==> src/rtl/fetch_stage.sv <==
// ---------------------------------------------------------------------------
// fetch_stage
//
// Instruction-fetch stage of a 5-stage MIPS-style pipeline. Holds the PC,
// drives it to instruction memory, and registers the returned instruction
// into the IF/ID pipeline register. Also counts loaded instructions and
// inserted bubbles.
//
// Parameters
//   RESET_PC         PC value loaded on reset
//
// Ports
//   clk              clock, all state updates on the rising edge
//   reset            synchronous, active-low reset
//   Stall            hold PC and IF/ID (overridden by any redirect)
//   Flush            replace IF/ID contents with a bubble
//   BranchTaken      branch resolved taken in EX (highest priority)
//   BranchTarget     branch target address
//   JumpTaken        j/jal/jr decoded in ID
//   JumpTarget       jump target address
//   Address          current PC, to instruction memory
//   Instruction      combinational instruction-memory read data for Address
//   IFID_Instruction registered instruction
//   IFID_PC          registered PC of that instruction
//   IFID_PCPlus4     registered PC+4 (jal link value)
//   IFID_Valid       1 when IF/ID holds a real instruction
//   FetchCount       number of valid IF/ID loads (wraps)
//   BubbleCount      number of bubbles inserted (wraps)
// ---------------------------------------------------------------------------
module fetch_stage #(
    parameter logic [31:0] RESET_PC = 32'h00400000
) (
    input  logic        clk,
    input  logic        reset,
    input  logic        Stall,
    input  logic        Flush,
    input  logic        BranchTaken,
    input  logic [31:0] BranchTarget,
    input  logic        JumpTaken,
    input  logic [31:0] JumpTarget,
    output logic [31:0] Address,
    input  logic [31:0] Instruction,
    output logic [31:0] IFID_Instruction,
    output logic [31:0] IFID_PC,
    output logic [31:0] IFID_PCPlus4,
    output logic        IFID_Valid,
    output logic [31:0] FetchCount,
    output logic [31:0] BubbleCount
);

    // What the IF/ID register does this cycle.
    typedef enum logic [1:0] {
        IFID_LOAD   = 2'd0,
        IFID_HOLD   = 2'd1,
        IFID_BUBBLE = 2'd2
    } ifid_op_e;

    logic [31:0] pc;
    logic [31:0] pc_plus4;
    logic [31:0] pc_next;
    logic [31:0] redirect_target;
    logic        redirect;
    ifid_op_e    ifid_op;

    assign Address  = pc;
    assign pc_plus4 = pc + 32'd4;   // natural 32-bit wrap at the top of memory

    // Branch beats jump when both fire: the branch is older (in EX), so the
    // jump in ID is on the wrong path and gets squashed along with IF.
    assign redirect = BranchTaken | JumpTaken;

    always_comb begin
        redirect_target = JumpTarget;
        if (BranchTaken) begin
            redirect_target = BranchTarget;
        end
        // Instructions are word aligned; drop any stray low bits.
        redirect_target[1:0] = 2'b00;
    end

    // A redirect must win over Stall, otherwise the wrong-path instruction
    // would be held in IF/ID and the target fetch lost.
    always_comb begin
        pc_next = pc_plus4;
        if (redirect) begin
            pc_next = redirect_target;
        end else if (Stall) begin
            pc_next = pc;
        end
    end

    always_comb begin
        ifid_op = IFID_LOAD;
        if (Flush || redirect) begin
            ifid_op = IFID_BUBBLE;
        end else if (Stall) begin
            ifid_op = IFID_HOLD;
        end
    end

    always_ff @(posedge clk) begin
        if (!reset) begin
            pc <= RESET_PC;
        end else begin
            pc <= pc_next;
        end
    end

    always_ff @(posedge clk) begin
        if (!reset) begin
            IFID_Instruction <= 32'h0;
            IFID_PC          <= 32'h0;
            IFID_PCPlus4     <= 32'h0;
            IFID_Valid       <= 1'b0;
            FetchCount       <= 32'h0;
            BubbleCount      <= 32'h0;
        end else begin
            case (ifid_op)
                IFID_LOAD: begin
                    IFID_Instruction <= Instruction;
                    IFID_PC          <= pc;
                    IFID_PCPlus4     <= pc_plus4;
                    IFID_Valid       <= 1'b1;
                    FetchCount       <= FetchCount + 32'd1;
                end
                IFID_BUBBLE: begin
                    // All-zero word is sll $0,$0,0, i.e. a nop.
                    IFID_Instruction <= 32'h0;
                    IFID_PC          <= 32'h0;
                    IFID_PCPlus4     <= 32'h0;
                    IFID_Valid       <= 1'b0;
                    BubbleCount      <= BubbleCount + 32'd1;
                end
                default: begin
                    // hold: IF/ID and counters keep their values
                end
            endcase
        end
    end

endmodule

==> config.mk <==
export PLATFORM = sky130hd
export DESIGN_NAME = fetch_stage
export DESIGN_NICKNAME = d
export VERILOG_FILES = /design/src/rtl/fetch_stage.sv
export SDC_FILE = /design/constraint.sdc
export NUM_CORES = 1
export LEC_CHECK = 0
export BUFFER_PORTS_ARGS = -buffer_cell sky130_fd_sc_hd__buf_2
export CAP_MARGIN = 20
export CORE_MARGIN = 2
export CORE_UTILIZATION = 35
export CTS_CLUSTER_SIZE = 25
export DETAILED_ROUTE_END_ITERATION = 12
export PLACE_DENSITY_LB_ADDON = 0.2
export SLEW_MARGIN = 20
export SYNTH_ARGS = -nofsm -noshare
export SYNTH_HDL_FRONTEND = slang
export SYNTH_SLANG_ARGS = --single-unit
export TNS_END_PERCENT = 50
==> constraint.sdc <==
create_clock -name clk -period 3.49 [get_ports clk]
set_clock_uncertainty 0.1 [all_clocks]
set_input_delay 0.349 -clock clk [delete_from_list [all_inputs] [get_ports clk]]
set_output_delay 0.349 -clock clk [all_outputs]
set_load 0.01 [all_outputs]
==> results of run 1 <==
[per-layer routing]
metal / share of wire [%] / global-route usage (%) / vias to the layer above
met5: 0.043 / 0 / -
met4: 1.1 / 5.17 / 2
met3: 8.0 / 5.29 / 25
met2: 45 / 33.9 / 352
met1: 46 / 29.4 / 4377
li1: - / - / 4543
[flip-flops by register name, summed over array words and instances, names as in the netlist]
signal,flops
IFID_Instruction,32
IFID_PCPlus4,30
Address,30
BubbleCount,32
IFID_PC,30
IFID_Valid,1
FetchCount,32
[cells by family (layout without fill, tap and decap cells)]
logic type      after synthesis  in the layout  share of synthesized area [%]
xor+xnor                     31             31                           2.94
mux                          80             80                           8.69
flops                       187            187                           40.6
buf+inv                     128            366                           5.70
fa+ha+maj                     3              3                          0.407
compound gates              237            237                           17.0
other cells                   1              6                         0.0407
simple gates                436            436                           24.6
[cell type report]
cell class	instances	area share (%)
Multi-Input combinational cell	793	43.3
Sequential cell	187	32.6
Timing Repair Buffer	306	13.8
Clock inverter	15	1.91
Tap cell	335	3.65
Clock buffer	17	3.71
Inverter	28	0.916
[worst reg2reg max path, delay by kind of cell, from the launching register on]
| family | cells | cell delay (ns) |
|---|---|---|
| DFF | 1 | 0.56 |
| adders and majority gates | 1 | 0.39 |
| AOI/OAI and AO/OA | 2 | 0.62 |
| and+or+nand+nor | 2 | 0.86 |
[worst min path at each step]
stage	start	end	slack (ns)	depth (start not counted)
after floorplan	IFID_Valid$_SDFFE_PN0P_	IFID_Valid$_SDFFE_PN0P_	0.37	2
after global placement	IFID_Valid$_SDFFE_PN0P_	IFID_Valid$_SDFFE_PN0P_	0.33	2
after detailed placement	IFID_PCPlus4[12]$_SDFFE_PN0P_	IFID_PCPlus4[12]$_SDFFE_PN0P_	0.34	2
after CTS	Instruction[15]	IFID_Instruction[15]$_SDFFE_PN0P_	0.01	3
after global routing	Instruction[4]	IFID_Instruction[4]$_SDFFE_PN0P_	0.01	3
final	Instruction[11]	IFID_Instruction[11]$_SDFFE_PN0P_	0.03	3
[cells in the final DEF (no fill, tap or decap), types with 5 or more instances in the layout]
cell	count
and4_1	10
nor3_1	29
o211a_1	5
o311ai_0	8
a211oi_1	8
or3_1	16
and3_1	7
xor2_1	14
nor4_1	29
a21oi_1	67
nand2b_1	7
inv_1	26
conb_1	6
o211ai_1	12
clkbuf_16	17
o21ai_0	47
nand3_1	46
buf_2	283
nand2_1	87
mux2i_1	80
a311oi_1	7
dfxtp_1	187
nand4_1	39
a22oi_1	5
o221ai_1	14
clkinv_8	7
and2_1	10
o21a_1	8
nor2_1	101
or4_1	39
o31ai_1	34
xnor2_1	17
buf_4	23
[stage by stage]
stage          hold WS (ns)  worst slack [ns]  total power, mW
3_5_place_dp          0.336             0.612             2.75
3_3_place_gp          0.333             0.617             2.75
5_1_grt             0.00970             0.699             5.00
6_report             0.0295             0.861             4.80
2_1_floorplan         0.370             0.907             2.56
4_1_cts              0.0108             0.846             4.86
[power by group through the flow]
stage | Clock, mW | Sequential [mW] | Combinational [mW]
2_1_floorplan | 0 | 2.27 | 0.290
5_1_grt | 2.25 | 2.25 | 0.506
6_report | 2.10 | 2.24 | 0.460
4_1_cts | 2.16 | 2.24 | 0.462
3_5_place_dp | 0 | 2.29 | 0.460
3_3_place_gp | 0 | 2.29 | 0.455
==> flow_metrics.py, run 1 <==
metrics = {
    "setup_path": {
        "reg2reg_depth": 5,
        "endpoint": "Address[22]$_SDFFE_PN1P_",
        "cp_num_buf_inv": 0,
        "path_cells": "ha_1 > nand3_1 > or3_1 > o311a_1 > a221oi_1",
        "r2r_start": "Address[3]$_SDFFE_PN0P_",
        "cpLargestDelayFamily": "simple AND/OR/NAND/NOR gates",
        "slowest_stage": "or3_1",
        "path_max_fanout": 13,
        "endpoint_kind": "flop",
        "slowest_delay_ns": 0.64,
        "cp.depth": 5,
        "arrival_ns": 2.87,
        "reg2reg_to": "Address[22]$_SDFFE_PN1P_",
        "crit_start": "Address[3]$_SDFFE_PN0P_",
        "critPathKind": "flop to flop",
        "required_ns": 3.73,
        "start_kind": "flop",
        "r2r_setup_slack_ns": 0.86,
    },
    "global_routing": {
        "grt_max_degree": 67,
        "gr-total-overflow": 0,
        "grt_first_pass_wirelength_um": 48300,
        "antenna_found_initial": 1,
        "grt_use_total_pct": 21.4,
        "grt_pass1_vias": 8812,
    },
    "floorplanning": {
        "num_rows": 59,
        "die_y_um": 166,
        "die-area_mm2": 0.0277,
        "initial_core_util_pct": 35.5,
        "io_pins": 295,
        "core_area_mm2": 0.0260,
        "dieWidth_um": 166,
    },
    "timing": {
        "fin_setup_tns_ns": 0,
        "max_freq_mhz": 380,
        "hold_viol": 0,
        "setup-violations-final": 0,
        "slew_viol_final": 0,
        "min_period_ns": 2.63,
        "worst_slew_pin_slew_ns": 0.903,
        "period_share_pct": 75.3,
        "relSlewSlack_pct": 39.3,
        "rsz0062_at_grt": "no",
    },
    "pwr": {
        "power.share.clock_pct": 43.7,
        "intPower_mw": 3.37,
        "p_switching_mw": 1.43,
        "power.density_mw_per_mm2": 418,
        "p_sw_share_pct": 29.8,
        "p_leak_nw": 4.79,
        "ir_drop_uv": 286,
        "seqPwrFrac_pct": 46.7,
        "p_comb_share_pct": 9.6,
    },
    "synthesis": {
        "ys_async_sr_fraction_pct": 0,
        "synth.cell_area_mm2": 0.00922,
        "syn_inst": 1103,
        "synth-seq-cells": 187,
        "synthFlopType": "dfxtp_1",
        "ys_top_cells_by_area": "dfxtp_1, mux2i_1, nor2_1",
        "syn_avg_cell_area_um2": 8.36,
        "synth_common_cells": "dfxtp_1, nor2_1, nand2_1, mux2i_1, clkbuf_1",
        "synth_top_area_cell": "dfxtp_1",
        "synth_top_cell_area_share_pct": 40.6,
        "seq_area_frac_synth_pct": 40.6,
        "ys_warn_count": 0,
        "synth_edf_count": 0,
        "yosysMostFrequentCell": "dfxtp_1",
        "ys_types": 55,
    },
    "cts": {
        "h-tree-depth": 4,
        "cts_tree": "built",
        "cts_buffers": 17,
        "cts-resized-gates": 0,
        "holdBufCountCts": 0,
        "clk_latency_ns": 0.44,
        "cts_root_buffer": "clkbuf_16",
        "cts.sinks": 187,
        "post_cts_buffers": 0,
        "ctsLongestPathBuffers": 2,
        "path_clk_slew_ns": 0.09,
    },
    "final_layout": {
        "fill_cells": 2681,
        "regArea_mm2": 0.00374,
        "area_growth_pct": 24.5,
        "stdcell_count": 1681,
        "drive_gt1_share_pct": 25.9,
        "final_util_pct": 44.2,
        "multi_input_area_mm2": 0.00497,
        "fin_nets": 1438,
        "finalInstanceArea_mm2": 0.0115,
        "antenna_cells": 0,
    },
    "placed_design": {
        "place_area_mm2": 0.0108,
        "port_buffers": 284,
        "gp_congestion": 0.841,
        "place_inst": 1649,
        "place_hpwl_um": 21100,
    },
    "routing": {
        "ant_nets": 0,
        "first_pass_iters": 5,
        "drc_errors": 0,
        "drt-total-wl_um": 30300,
        "wl_per_cell_um": 18.0,
        "drtIter0Drc": 724,
        "vias": 9299,
        "viasPerCell": 5.53,
    },
    "job": {
        "maxCapViolations": 0,
    },
    "outcome": {
        "status": "finished clean",
    },
    "worst_hold_path": {
        "min_path_type": "input pin to flop",
    },
}
Note: power is estimated with default switching activity, not from simulation.
==> inputs of run 2 (changes only) <==
==> constraint.sdc (replaced) <==
create_clock -name clk -period 2.29 [get_ports clk]
set_clock_uncertainty 0.1 [all_clocks]
set_input_delay 0.229 -clock clk [delete_from_list [all_inputs] [get_ports clk]]
set_output_delay 0.229 -clock clk [all_outputs]
set_load 0.01 [all_outputs]
==> flow_metrics.py, run 2 (synthesis results as in run 1) <==
metrics = {
    "cts": {
        "cts_buffers": 17,
        "h-tree-depth": 4,
        "clk_latency_ns": 0.44,
        "path_clk_slew_ns": 0.08,
        "cts_tree": "built",
        "cts_root_buffer": "clkbuf_16",
        "ctsLongestPathBuffers": 2,
        "cts.sinks": 187,
        "post_cts_buffers": 0,
    },
    "setup_path": {
        "arrival_ns": 2.46,
        "critPathKind": "flop to flop",
        "reg2reg_to": "FetchCount[12]$_SDFFE_PN0N_",
        "required_ns": 2.57,
        "endpoint_kind": "flop",
        "path_max_fanout": 16,
        "start_kind": "flop",
        "r2r_start": "FetchCount[1]$_SDFFE_PN0N_",
        "r2r_setup_slack_ns": 0.11,
        "reg2reg_depth": 6,
    },
    "floorplanning": {
        "core_area_mm2": 0.0260,
        "die-area_mm2": 0.0277,
        "initial_core_util_pct": 35.5,
        "io_pins": 295,
        "num_rows": 59,
        "dieWidth_um": 166,
        "die_y_um": 166,
    },
    "routing": {
        "drt-total-wl_um": 31300,
        "ant_nets": 0,
        "drtIter0Drc": 701,
        "wl_per_cell_um": 17.6,
        "vias": 9610,
        "first_pass_iters": 5,
        "viasPerCell": 5.39,
        "drc_errors": 0,
    },
    "timing": {
        "relSlewSlack_pct": 58.9,
        "hold_ws_ns": 0.0593,
        "slew_viol_final": 0,
        "layout_setup_ws_ns": 0.110,
        "fin_setup_tns_ns": 0,
        "max_freq_mhz": 459,
        "rsz0062_at_grt": "no",
        "period_share_pct": 95.2,
        "min_period_ns": 2.18,
        "hold_viol": 0,
        "setup-violations-final": 0,
        "worst_slew_pin_slew_ns": 0.611,
    },
    "worst_hold_path": {
        "hold_start": "JumpTarget[2]",
        "whs_endpoint": "Address[2]$_SDFFE_PN0P_",
        "holdPathStages": 4,
        "min_path_type": "input pin to flop",
    },
    "final_layout": {
        "final_cell_mix": "buf_2, dfxtp_1, nor2_1, nand2_1, buf_4",
        "reg.largest.list": "BubbleCount (32), FetchCount (32), IFID_Instruction (32)",
        "drive_gt1_share_pct": 28.8,
        "final_common_cell": "buf_2",
        "final_util_pct": 47.6,
        "fin_nets": 1541,
        "finalInstanceArea_mm2": 0.0124,
        "stdcell_count": 1784,
        "antenna_cells": 0,
        "area_growth_pct": 34.2,
        "fill_cells": 2599,
    },
    "global_routing": {
        "antenna_found_initial": 0,
        "gr-total-overflow": 0,
        "grt_use_total_pct": 21.7,
        "grt_max_degree": 73,
        "grt_first_pass_wirelength_um": 48800,
        "grt_pass1_vias": 8951,
    },
    "pwr": {
        "power.density_mw_per_mm2": 594,
        "total_power_mw": 7.35,
        "p_leak_nw": 5.28,
        "ir_drop_uv": 356,
    },
    "job": {
        "maxCapViolations": 0,
    },
    "placed_design": {
        "place_hpwl_um": 22200,
        "place_ws_ns": -0.151,
        "gp_congestion": 0.845,
        "place_inst": 1714,
        "place_area_mm2": 0.0114,
        "port_buffers": 284,
    },
    "outcome": {
        "status": "finished clean",
    },
}
-- run 2: area by class of cell --
class	count	area (µm²)	area share (%)
clock buffers	18	429	3.47
clock inverters	14	194	1.57
inverters	28	105	0.849
multi-input cells	793	4990	40.3
flip-flops and latches	187	3740	30.3
well taps	335	419	3.39
repair buffers	409	2490	20.2
-- run 2: critical path: stages, from the launching register on --
cell	delay (ns)
dfxtp_1	0.38
ha_1	0.20
nand2_1	0.10
or4_4	0.64
buf_4	0.20
or3_1	0.36
a21oi_2	0.15
-- run 2: worst max-delay path by stage --
stage	start	to	slack, ns	depth (start not counted)
after global placement	JumpTaken	BubbleCount[27]$_SDFFE_PN0P_	-0.1	6
after floorplan	Address[14]$_SDFFE_PN0P_	IFID_PCPlus4[23]$_SDFFE_PN0P_	-0.03	6
final	FetchCount[1]$_SDFFE_PN0N_	FetchCount[12]$_SDFFE_PN0N_	0.11	6
after global routing	FetchCount[1]$_SDFFE_PN0N_	FetchCount[12]$_SDFFE_PN0N_	0.02	6
after detailed placement	JumpTaken	BubbleCount[27]$_SDFFE_PN0P_	-0.15	6
after CTS	FetchCount[10]$_SDFFE_PN0N_	FetchCount[23]$_SDFFE_PN0N_	0.08	5
-- run 2: metal layers --
metal  vias to the layer above  wire (µm)  part of all wire (%)  track usage [%]
met5                         -          0                     0                0
met4                         0        554                   1.8             6.22
met3                        36       2240                   7.1             5.31
met2                       353      15000                    48             36.7
met1                      4496      13500                    43             27.5
li1                       4725          -                     -                -
-- run 2: where the power goes --
part	switching (mW)	total, mW	leakage, nW	internal (mW)
clock	1.52	3.11	0.301	1.59
sequential	0.0575	3.37	1.51	3.31
combinational	0.492	0.880	3.47	0.387
-- run 2: repair_timing --
item	in CTS	in global routing
hold buffers	38	0
hold endpoints to repair	37	0
setup endpoints to repair	0	7
resized for setup	0	4
